## config.mk

```make
export PLATFORM = sky130hd
export DESIGN_NAME = up_reg_slave_flat
export DESIGN_NICKNAME = d
export VERILOG_FILES = /design/src/rtl/up_reg_pkg.sv /design/src/rtl/up_reg_slave_if.sv /design/src/rtl/up_reg_slave_strobe_edge.sv /design/src/rtl/up_reg_slave.sv /design/src/flat_wrapper.sv
export SDC_FILE = /design/constraint.sdc
export NUM_CORES = 1
export LEC_CHECK = 0
export ABC_AREA = 0
export BUFFER_PORTS_ARGS = -buffer_cell sky130_fd_sc_hd__buf_2
export CAP_MARGIN = 30
export CELL_PAD_IN_SITES_DETAIL_PLACEMENT = 1
export CELL_PAD_IN_SITES_GLOBAL_PLACEMENT = 1
export CORE_ASPECT_RATIO = 1.2
export CORE_UTILIZATION = 28
export DETAILED_ROUTE_END_ITERATION = 10
export GPL_ROUTABILITY_DRIVEN = 0
export GPL_TIMING_DRIVEN = 0
export PLACE_DENSITY_LB_ADDON = 0.1
export SLEW_MARGIN = 40
export SYNTH_ARGS = -nofsm -noshare
export SYNTH_HDL_FRONTEND = slang
export SYNTH_SLANG_ARGS = --single-unit
```

## constraint.sdc

```tcl
create_clock -name up_clk -period 2.1 [get_ports up_clk]
set_input_delay 0.21 -clock up_clk [delete_from_list [all_inputs] [get_ports up_clk]]
set_output_delay 0.21 -clock up_clk [all_outputs]
set_load 0.1 [all_outputs]
```

## src/rtl/up_reg_pkg.sv

```systemverilog
// Shared register map constants for the CPU-visible register bank.
package up_reg_pkg;

  localparam int unsigned REG_ID       = 32'h00;
  localparam int unsigned REG_SCRATCH  = 32'h01;
  localparam int unsigned REG_CTRL     = 32'h02;
  localparam int unsigned REG_PULSE    = 32'h03;
  localparam int unsigned REG_STATUS   = 32'h04;
  localparam int unsigned REG_IRQ_STAT = 32'h05;
  localparam int unsigned REG_IRQ_MASK = 32'h06;
  localparam int unsigned REG_CNT_LO   = 32'h08;
  localparam int unsigned REG_CNT_HI   = 32'h09;

  localparam logic [31:0] RD_UNMAPPED  = 32'h0;

endpackage

```

## src/rtl/up_reg_slave_if.sv

```systemverilog
// Microprocessor bus between the CPU master and the register slave.
interface up_reg_slave_if;
  import up_reg_pkg::*;

  logic        up_cs;
  logic        up_wr;
  logic        up_rd;
  logic [31:0] up_addr;
  logic [31:0] up_data_wr;
  logic [31:0] up_data_rd;

  modport master (
    output up_cs, up_wr, up_rd, up_addr, up_data_wr,
    input  up_data_rd
  );

  modport slave (
    input  up_cs, up_wr, up_rd, up_addr, up_data_wr,
    output up_data_rd
  );

endinterface

```

## src/rtl/up_reg_slave_strobe_edge.sv

```systemverilog
// Block select decode and rising-edge detection of the bus strobes, so a
// strobe held for many cycles yields a single access.
module up_strobe_edge #(
  parameter logic [31:0] BASE_ADDR = 32'h0000_0000,
  parameter int          ADDR_W    = 8
) (
  input  logic              up_clk,
  input  logic              up_rst,
  input  logic              up_cs_i,
  input  logic              up_wr_i,
  input  logic              up_rd_i,
  input  logic [31:0]       up_addr_i,
  output logic              wr_go_o,
  output logic              rd_go_o,
  output logic [ADDR_W-1:0] idx_o
);

  logic sel;
  logic wr_act;
  logic rd_act;
  logic prev_wr_q;
  logic prev_rd_q;

  // Select decode, strobe qualification and edge detect; a write that
  // coincides with a read takes priority and the read is dropped.
  always_comb begin
    sel     = (up_addr_i[31:ADDR_W] == BASE_ADDR[31:ADDR_W]);
    wr_act  = up_cs_i & up_wr_i;
    rd_act  = up_cs_i & up_rd_i;
    wr_go_o = wr_act & sel & ~prev_wr_q;
    rd_go_o = rd_act & sel & ~prev_rd_q & ~wr_act;
    idx_o   = up_addr_i[ADDR_W-1:0];
  end

  // Previous-cycle strobe history; cleared by reset so a strobe still held
  // afterwards counts as a fresh edge.
  always_ff @(posedge up_clk) begin
    if (up_rst) begin
      prev_wr_q <= 1'b0;
      prev_rd_q <= 1'b0;
    end else begin
      prev_wr_q <= wr_act;
      prev_rd_q <= rd_act;
    end
  end

endmodule

```

## src/rtl/up_reg_slave.sv

```systemverilog
// CPU-visible register bank: ID, scratch, control with self-clearing
// pulses, live status, sticky W1C interrupt status with mask, and a
// coherent 64-bit counter snapshot (low read latches the high half).
module up_reg_slave
  import up_reg_pkg::*;
#(
  parameter logic [31:0] BASE_ADDR = 32'h0000_0000,
  parameter int          ADDR_W    = 8,
  parameter logic [31:0] ID_VALUE  = 32'h1564_0001,
  parameter logic [31:0] CTRL_RST  = 32'h0000_0000,
  parameter int          PULSE_W   = 8,
  parameter int          EVT_W     = 16
) (
  input  logic               up_clk,
  input  logic               up_rst,
  up_reg_slave_if.slave      bus,
  output logic [31:0]        ctrl_o,
  output logic [PULSE_W-1:0] ctrl_pulse_o,
  input  logic [31:0]        status_i,
  input  logic [EVT_W-1:0]   event_i,
  input  logic [63:0]        cnt_i,
  output logic               irq_o
);

  logic              wr_go;
  logic              rd_go;
  logic [ADDR_W-1:0] idx;

  logic [31:0]        scratch_q,  scratch_d;
  logic [31:0]        ctrl_q,     ctrl_d;
  logic [PULSE_W-1:0] pulse_q,    pulse_d;
  logic [31:0]        status_q,   status_d;
  logic [EVT_W-1:0]   irq_stat_q, irq_stat_d;
  logic [EVT_W-1:0]   irq_mask_q, irq_mask_d;
  logic [31:0]        shadow_q,   shadow_d;
  logic [31:0]        rdata_q,    rdata_d;
  logic               irq_q,      irq_d;

  logic [EVT_W-1:0]   irq_clr;
  logic [31:0]        rd_val;

  up_strobe_edge #(
    .BASE_ADDR (BASE_ADDR),
    .ADDR_W    (ADDR_W)
  ) u_strobe_edge (
    .up_clk    (up_clk),
    .up_rst    (up_rst),
    .up_cs_i   (bus.up_cs),
    .up_wr_i   (bus.up_wr),
    .up_rd_i   (bus.up_rd),
    .up_addr_i (bus.up_addr),
    .wr_go_o   (wr_go),
    .rd_go_o   (rd_go),
    .idx_o     (idx)
  );

  // Read mux over current register contents (pre-update values).
  always_comb begin
    rd_val = RD_UNMAPPED;
    case (idx)
      ADDR_W'(REG_ID):       rd_val = ID_VALUE;
      ADDR_W'(REG_SCRATCH):  rd_val = scratch_q;
      ADDR_W'(REG_CTRL):     rd_val = ctrl_q;
      ADDR_W'(REG_PULSE):    rd_val = RD_UNMAPPED;
      ADDR_W'(REG_STATUS):   rd_val = status_q;
      ADDR_W'(REG_IRQ_STAT): rd_val = 32'(irq_stat_q);
      ADDR_W'(REG_IRQ_MASK): rd_val = 32'(irq_mask_q);
      ADDR_W'(REG_CNT_LO):   rd_val = cnt_i[31:0];
      ADDR_W'(REG_CNT_HI):   rd_val = shadow_q;
      default:               rd_val = RD_UNMAPPED;
    endcase
  end

  // Next-state for every register; events set IRQ bits after the W1C
  // clear so a same-cycle set always survives.
  always_comb begin
    scratch_d  = scratch_q;
    ctrl_d     = ctrl_q;
    irq_mask_d = irq_mask_q;
    shadow_d   = shadow_q;
    rdata_d    = rdata_q;
    irq_clr    = '0;

    if (wr_go) begin
      case (idx)
        ADDR_W'(REG_SCRATCH):  scratch_d  = bus.up_data_wr;
        ADDR_W'(REG_CTRL):     ctrl_d     = bus.up_data_wr;
        ADDR_W'(REG_IRQ_STAT): irq_clr    = bus.up_data_wr[EVT_W-1:0];
        ADDR_W'(REG_IRQ_MASK): irq_mask_d = bus.up_data_wr[EVT_W-1:0];
        default: ;
      endcase
    end

    pulse_d = (wr_go && idx == ADDR_W'(REG_PULSE)) ? bus.up_data_wr[PULSE_W-1:0] : '0;

    if (rd_go) begin
      rdata_d = rd_val;
      if (idx == ADDR_W'(REG_CNT_LO)) begin
        shadow_d = cnt_i[63:32];
      end
    end

    status_d   = status_i;
    irq_stat_d = (irq_stat_q & ~irq_clr) | event_i;
    irq_d      = |(irq_stat_q & irq_mask_q);
  end

  // Register state; reset wins over any same-cycle strobe.
  always_ff @(posedge up_clk) begin
    if (up_rst) begin
      scratch_q  <= '0;
      ctrl_q     <= CTRL_RST;
      pulse_q    <= '0;
      status_q   <= '0;
      irq_stat_q <= '0;
      irq_mask_q <= '0;
      shadow_q   <= '0;
      rdata_q    <= '0;
      irq_q      <= 1'b0;
    end else begin
      scratch_q  <= scratch_d;
      ctrl_q     <= ctrl_d;
      pulse_q    <= pulse_d;
      status_q   <= status_d;
      irq_stat_q <= irq_stat_d;
      irq_mask_q <= irq_mask_d;
      shadow_q   <= shadow_d;
      rdata_q    <= rdata_d;
      irq_q      <= irq_d;
    end
  end

  assign bus.up_data_rd = rdata_q;
  assign ctrl_o         = ctrl_q;
  assign ctrl_pulse_o   = pulse_q;
  assign irq_o          = irq_q;

endmodule

```

## src/flat_wrapper.sv

```systemverilog
// flat-port wrapper written by rule: the top's interface ports become plain ports
module up_reg_slave_flat import up_reg_pkg::*;
#(
  parameter logic [31:0] BASE_ADDR = 32'h0000_0000,
  parameter int          ADDR_W    = 8,
  parameter logic [31:0] ID_VALUE  = 32'h1564_0001,
  parameter logic [31:0] CTRL_RST  = 32'h0000_0000,
  parameter int          PULSE_W   = 8,
  parameter int          EVT_W     = 16
)
  (up_clk, up_rst, ctrl_o, ctrl_pulse_o, status_i, event_i, cnt_i, irq_o, bus_up_cs, bus_up_wr, bus_up_rd, bus_up_addr, bus_up_data_wr, bus_up_data_rd);
  up_reg_slave_if bus_i ();
  input  logic up_clk;
  input  logic up_rst;
  output logic [31:0] ctrl_o;
  output logic [PULSE_W-1:0] ctrl_pulse_o;
  input  logic [31:0] status_i;
  input  logic [EVT_W-1:0] event_i;
  input  logic [63:0] cnt_i;
  output logic irq_o;
  input wire logic [$bits(bus_i.up_cs)-1:0] bus_up_cs;
  input wire logic [$bits(bus_i.up_wr)-1:0] bus_up_wr;
  input wire logic [$bits(bus_i.up_rd)-1:0] bus_up_rd;
  input wire logic [$bits(bus_i.up_addr)-1:0] bus_up_addr;
  input wire logic [$bits(bus_i.up_data_wr)-1:0] bus_up_data_wr;
  output wire logic [$bits(bus_i.up_data_rd)-1:0] bus_up_data_rd;
  assign bus_i.up_cs = bus_up_cs;
  assign bus_i.up_wr = bus_up_wr;
  assign bus_i.up_rd = bus_up_rd;
  assign bus_i.up_addr = bus_up_addr;
  assign bus_i.up_data_wr = bus_up_data_wr;
  assign bus_up_data_rd = bus_i.up_data_rd;
  up_reg_slave #(.BASE_ADDR(BASE_ADDR), .ADDR_W(ADDR_W), .ID_VALUE(ID_VALUE), .CTRL_RST(CTRL_RST), .PULSE_W(PULSE_W), .EVT_W(EVT_W)) u_core (.up_clk(up_clk), .up_rst(up_rst), .bus(bus_i), .ctrl_o(ctrl_o), .ctrl_pulse_o(ctrl_pulse_o), .status_i(status_i), .event_i(event_i), .cnt_i(cnt_i), .irq_o(irq_o));
endmodule
```

==> results_dict.tcl, run 1 <==
set metrics [dict create \
    status "finished clean" \
    finalSetupViolCount 0 \
    ant_nets 0 \
    cts_tree "built" \
    synth_top_area_share_pct 48.3 \
    ys_ff_latch 203 \
    fmax_mhz 496 \
    regArea_um2 4060 \
    min_period_ps 2020 \
    grt_usage_pct 23.7 \
    finClkSkew_ps 18.4 \
    placed_cell_area_um2 10200 \
    firstDrtPassIters 5 \
    grt_max_degree 13 \
    slowest_stage "clkbuf_1" \
    numCtsBuffers 24 \
    crit_arrival_ps 2390 \
    num_vias 8589 \
    die_y_um 192 \
    relSlewSlack_pct 47.3 \
    cp_max_fo 10 \
    final_cell_mix "buf_2 (278), dfxtp_1 (203), nand2_1 (197)" \
    maxCapViolCount 0 \
    p_leak_nw 4.78 \
    n_fill_cell 3526 \
    core_area_um2 29600 \
    crit_type "reg2reg" \
    htreeDepth 1 \
    rsz0062_at_grt "false" \
    crit_buf_inv 2 \
    viasPerCell 4.93 \
    row_count 69 \
    powerDensity_nw_per_um2 732 \
    ys_top_cells_by_area "dfxtp_1 (48%), nand2_1 (8.8%), a21oi_1 (5.8%), mux2i_1 (3.8%), a221oi_1 (3.2%)" \
    nets 1515 \
    worst_slew_pin_slew_ps 790 \
    wirelength_um 36900 \
    route.met3.wl_um 1200 \
    yosys.cell_types.count 46 \
    top_layer "met4" \
    cp_slowest_stage_delay_ps 390 \
    dr_wl_met2_um 18800 \
    clk_pin_slew_ps 60 \
    postLayoutCellArea_um2 12200 \
    yosysTopAreaCell "dfxtp_1" \
    initial_utilization_pct 28.4 \
    cts_root_buffer "clkbuf_16" \
    multi_input_area_um2 3960 \
    vdd_drop_max_v 0.000570 \
    drive_gt1_share_pct 26.3 \
    synth-async-reset-ratio_pct 0 \
    synth-edff-count 0 \
    cp_top_family "simple AND/OR/NAND/NOR gates" \
    timing.hold.ws_ps 14.2 \
    synthCells 940 \
    hold_viol_final 0 \
    synth_area_um2 8420 \
    port_buffers 251 \
    grt_pass1_vias 8812 \
    slew_violations 0 \
    final.setup.tns_ps 0 \
    crit_chain "nor2b_1, clkbuf_2, nand4_1, clkbuf_1, nand2_1, a21oi_1" \
    dp_hpwl_um 27400 \
    drt-initial-drc-count 378 \
    pin_count 254 \
    grt_overflow 0 \
    layout_commonest_cell "buf_2" \
    die-area_um2 30800 \
    worst_setup_path_start_kind "register" \
    hold_class "in2reg" \
    ys_seq_area_share_pct 48.3 \
    critPathCaptureType "register" \
    clock_path_buffers 3 \
    wl_per_cell_um 21.2 \
    cp.required_ps 2480 \
    drc 0 \
    antenna_found_initial 1 \
    die_w_um 160 \
    grt_pass1_wl_um 54400 \
    drt-met1-wl_um 15900 \
    clkSinkCount 203 \
    syn_to_final_growth_pct 44.6 \
    clock_latency_ps 530 \
    yosys_warnings 0 \
    fin_crit_sh_pct 96.0 \
    syn_nets 1121 \
    synth.avg_cell_area_um2 8.95 \
    synth_flop_cell "dfxtp_1" \
]
[per-layer routing]
layer / global-route usage (%) / up-vias
met5: 0 / -
met4: 7.29 / 0
met3: 2.68 / 48
met2: 43.6 / 224
met1: 28.8 / 4155
li1: - / 4162
[registers in the layout, summed over array words and instances (netlist names)]
register / cells
u_core.bus.up_data_rd: 32
u_core.ctrl_o: 32
u_core.ctrl_pulse_o: 8
u_core.irq_mask_q: 16
u_core.irq_o: 1
u_core.irq_stat_q: 16
u_core.scratch_q: 32
u_core.shadow_q: 32
u_core.status_q: 32
u_core.u_strobe_edge.prev_rd_q: 1
u_core.u_strobe_edge.prev_wr_q: 1
[synthesized netlist by cell type, drive strengths merged, types with 2 or more instances]
library cell,number
inv,9
o2111a,3
nor2b,39
and2,8
o21ai,4
nor3b,3
nand2,197
nor4b,18
nor3,4
a222oi,3
a2bb2oi,16
o22ai,16
a221oi,31
clkbuf,46
nand4b,2
a22o,13
buf,39
o2bb2ai,31
mux2i,32
a22oi,18
and3,5
a211oi,3
nand4,4
a21oi,97
and3b,2
dfxtp,203
and4,5
nor4,8
mux2,14
nor2,41
nand2b,3
a311oi,16
[power breakdown]
part | total, mW | switching [mW] | internal, mW
combinational | 0.747 | 0.376 | 0.371
clock | 4.22 | 1.73 | 2.50
sequential | 3.94 | 0.0326 | 3.91
total | 8.91 | 2.13 | 6.78
[timing repair]
action / CTS / global route
setup endpoints to repair: 89 / 86
buffers inserted: 0 / 2
hold buffers: 115 / 0
gates resized for setup: 6 / 7
hold endpoints to repair: 142 / 0
pin swaps: 0 / 1
[worst register-to-register path, cell delays in order, from the launching register on]
cell and delay (ps):
dfxtp_1 300, nor2b_1 300, clkbuf_2 340, nand4_1 310, clkbuf_1 400, nand2_1 160
a21oi_1 70
[area by class of cell]
cell class,count,share of cell area (%)
multi-input combinational,643,32.5
buffer,85,3.34
inverter,9,0.278
tap,390,4.01
timing repair buffer,368,19.9
antenna,1,0.0206
clock inverter,7,0.606
sequential,203,33.4
clock buffer,35,5.93
[per-stage QoR]
step | util [%] | worst slack (ps) | power, mW | std cells
global route | 41.1 | 0.324 | 9.24 | 1741
CTS | 41.0 | 12.3 | 9.03 | 1738
detailed placement | 34.4 | -705 | 4.61 | 1581
floorplan | - | 221 | 4.24 | 940
finish | 41.1 | 83.0 | 8.91 | 1741
global placement | 34.3 | -745 | 4.60 | 1581
[kinds of logic after synthesis]
kind of cell	after synthesis	share of synthesized area [%]
AND/OR/NAND/NOR	342	19.5
AO/OA/AOI/OAI	255	21.5
flip-flops	203	48.3
buffers and inverters	94	5.03
multiplexers	46	5.68
[worst paths after layout]
kind / slack, ps / endpoint / from / depth (start not counted)
max: 80 / u_core.scratch_q[17] / u_core.u_strobe_edge.prev_wr_q / 6
min: 10 / u_core.ctrl_o[11] / bus_up_data_wr[11] / 3
max reg2reg: 80 / u_core.scratch_q[17] / u_core.u_strobe_edge.prev_wr_q / 6
min reg2reg: 450 / u_core.shadow_q[11] / u_core.shadow_q[11] / 2
Note: power is estimated with default switching activity, not from simulation.
==> inputs of run 2 (changes only) <==
Settings changed: BUFFER_PORTS_ARGS -buffer_cell sky130_fd_sc_hd__buf_2 to -buffer_cell sky130_fd_sc_hd__buf_4, SYNTH_HIERARCHICAL set to 1.
==> run 2 against run 1 <==
Compared with the run above:
- synthesized area rose by 0.54%
- register-to-register slack got worse by 80 ps
- worst hold slack improved by 100 ps
- critical endpoint is now u_core/bus.up_data_rd[16]
==> results_dict.tcl, run 2 <==
set metrics [dict create \
    syn_to_final_growth_pct 54.7 \
    clkSinkCount 203 \
    die_y_um 192 \
    firstDrtPassIters 5 \
    total_power_mw 9.10 \
    clock_path_buffers 3 \
    dp_cells 1658 \
    ff2ff_setup_slack_ps 4 \
    p_switching_mw 2.14 \
    pwr-share-clk_pct 47.0 \
    rr_startpoint "u_core/u_strobe_edge/prev_rd_q" \
    reg2reg_depth 8 \
    dr_wl_met2_um 19900 \
    hold_viol_final 0 \
    whs_path_depth 4 \
    whs_endpoint "u_core/bus.up_data_rd[29]" \
    worst_setup_path_start_kind "register" \
    yosysTopAreaCell "dfxtp_1" \
    min_period_ps 2100 \
    synth-async-reset-ratio_pct 0 \
    ys_ff_latch 203 \
    status "finished clean" \
    critPathCaptureType "register" \
    synth_area_um2 8460 \
    port_buffers 245 \
    dp_hpwl_um 29100 \
    numCtsBuffers 24 \
    vdd_drop_max_v 0.000397 \
    p_leak_nw 5.10 \
    wirelength_um 39900 \
    row_count 69 \
    yosys.cell_types.count 42 \
    synth.avg_cell_area_um2 8.28 \
    drt-met1-wl_um 16700 \
    route.met3.wl_um 1750 \
    maxCapViolCount 0 \
    num_vias 9103 \
    fin_cells 1822 \
    htreeDepth 1 \
    fmax_mhz 477 \
    netSwitchingFraction_pct 23.6 \
    grt_pass1_vias 9500 \
    hold_start "cnt_i[29]" \
    synth_top_area_share_pct 48.0 \
    die_w_um 161 \
    clk_pin_slew_ps 60 \
    syn_nets 1203 \
    layout_commonest_cell "buf_4" \
    grt_overflow 0 \
    cp_max_fo 10 \
    final.setup.tns_ps 0 \
    nets 1596 \
    crit_arrival_ps 2560 \
    finalSetupViolCount 0 \
    slew_violations 0 \
    drt-initial-drc-count 384 \
    yosysMostFrequentCell "nand2_1" \
    cts_root_buffer "clkbuf_16" \
    antenna_found_initial 1 \
    ys_top_cells_by_area "dfxtp_1 (48%), nand2_1 (11%), a21oi_1 (7.6%), mux2i_1 (7.0%), nor2_1 (3.1%)" \
    cts_tree "built" \
    grt_usage_pct 25.2 \
    ant_nets 0 \
    core_area_um2 29700 \
    p_comb_share_pct 9.6 \
    pin_count 254 \
    pwr-share-seq_pct 43.4 \
    hold_class "in2reg" \
    initial_utilization_pct 28.5 \
    synth_common_cells "nand2_1 (246), dfxtp_1 (203), a21oi_1 (128)" \
    fin_crit_sh_pct 99.8 \
    worst_slack_ps 4.43 \
    r2r_end "u_core/bus.up_data_rd[16]" \
    drive_gt1_share_pct 25.6 \
    worst_slew_pin_slew_ps 826 \
    grt_max_degree 13 \
    top_layer "met5" \
    relSlewSlack_pct 44.5 \
    ys_seq_area_share_pct 48.0 \
    yosys_warnings 6 \
    p_int_mw 6.95 \
    dpl_worst_slack_ps -1100 \
    powerDensity_nw_per_um2 695 \
    synthCells 1022 \
    drc 0 \
    synth-edff-count 0 \
    grt_pass1_wl_um 57700 \
    rsz0062_at_grt "true" \
    viasPerCell 5.00 \
    finClkSkew_ps 13.2 \
    final_cell_mix "buf_4 (261), nand2_1 (241), dfxtp_1 (203)" \
    wl_per_cell_um 21.9 \
    clock_latency_ps 530 \
    cp.required_ps 2560 \
    synth_flop_cell "dfxtp_1" \
    crit_type "reg2reg" \
    die-area_um2 30900 \
]
run 2: cell count changes after synthesis, sizes merged, moves of 18 or more:
cell,previous run,this run
a21oi,97,128
a221oi,31,12
mux2i,32,59
nand2,197,246
nor2,41,69
nor4b,18,0
o21ai,4,31
o2bb2ai,31,0
run 2: logic make-up (layout without fill, tap and decap cells):
family          Yosys count  count (layout)  share of synthesized area, %
compound gates          259             259                          18.5
simple gates            411             411                          21.5
other cells               0               1                             0
buf+inv                  87             496                          4.51
flops                   203             203                          48.0
mux                      62              62                          7.38
run 2: layer usage:
layer	vias up	global-route usage [%]
met3	71	2.88
li1	4311	-
met2	290	46.3
met1	4429	30.0
met4	2	9.34
met5	-	0
run 2: per-stage QoR:
stage	cell area (µm²)	utilization [%]	hold WS, ps
after floorplan	8540	-	282
after global placement	10900	36.6	417
after detailed placement	10900	36.7	425
after CTS	13000	43.6	90.7
after global routing	13100	44.1	130
final	13100	44.1	117
run 2: worst max-delay path by stage:
stage | start | to | slack, ps | depth (start not counted)
6_report | u_core/u_strobe_edge/prev_rd_q | u_core/bus.up_data_rd[16] | 4 | 8
5_1_grt | u_core/u_strobe_edge/prev_rd_q | u_core/bus.up_data_rd[16] | -70 | 8
4_1_cts | u_core/u_strobe_edge/prev_wr_q | u_core/scratch_q[21] | 5 | 6
3_5_place_dp | bus_up_addr[20] | u_core/bus.up_data_rd[19] | -1100 | 9
3_3_place_gp | bus_up_addr[5] | u_core/bus.up_data_rd[19] | -1360 | 7
2_1_floorplan | bus_up_addr[6] | u_core/ctrl_o[21] | -130 | 9
run 2: power by group through the flow:
stage	Combinational, mW	Clock [mW]	Sequential [mW]
CTS	0.869	4.35	3.95
finish	0.873	4.28	3.95
detailed placement	0.690	0	4.03
global route	0.926	4.51	3.95
floorplan	0.252	0	4.01
global placement	0.682	0	4.03
run 2: what timing repair did:
item	in CTS	in global routing
gates resized for setup	22	33
cloned	0	2
endpoints found under the hold margin	171	0
hold buffers	116	0
pin swaps	4	4
buffers inserted	5	1
setup endpoints to repair	146	98
run 2: cell type report:
class                   instances  area [µm²]
flip-flops and latches        203        4060
well taps                     390         488
clock inverters                 7        85.1
repair buffers                370        3110
plain buffers                  76         468
diodes                          1        2.50
fillers                      3532       16600
inverters                       8        31.3
clock buffers                  35         713
multi-input cells             732        4130
run 2: critical path: stages (launching register included):
cell	delay [ps]
dfxtp_1	290
or3_1	360
nor3_2	170
clkinv_2	100
buf_4	190
or2_2	460
nor2_4	180
buf_12	150
a22o_1	120
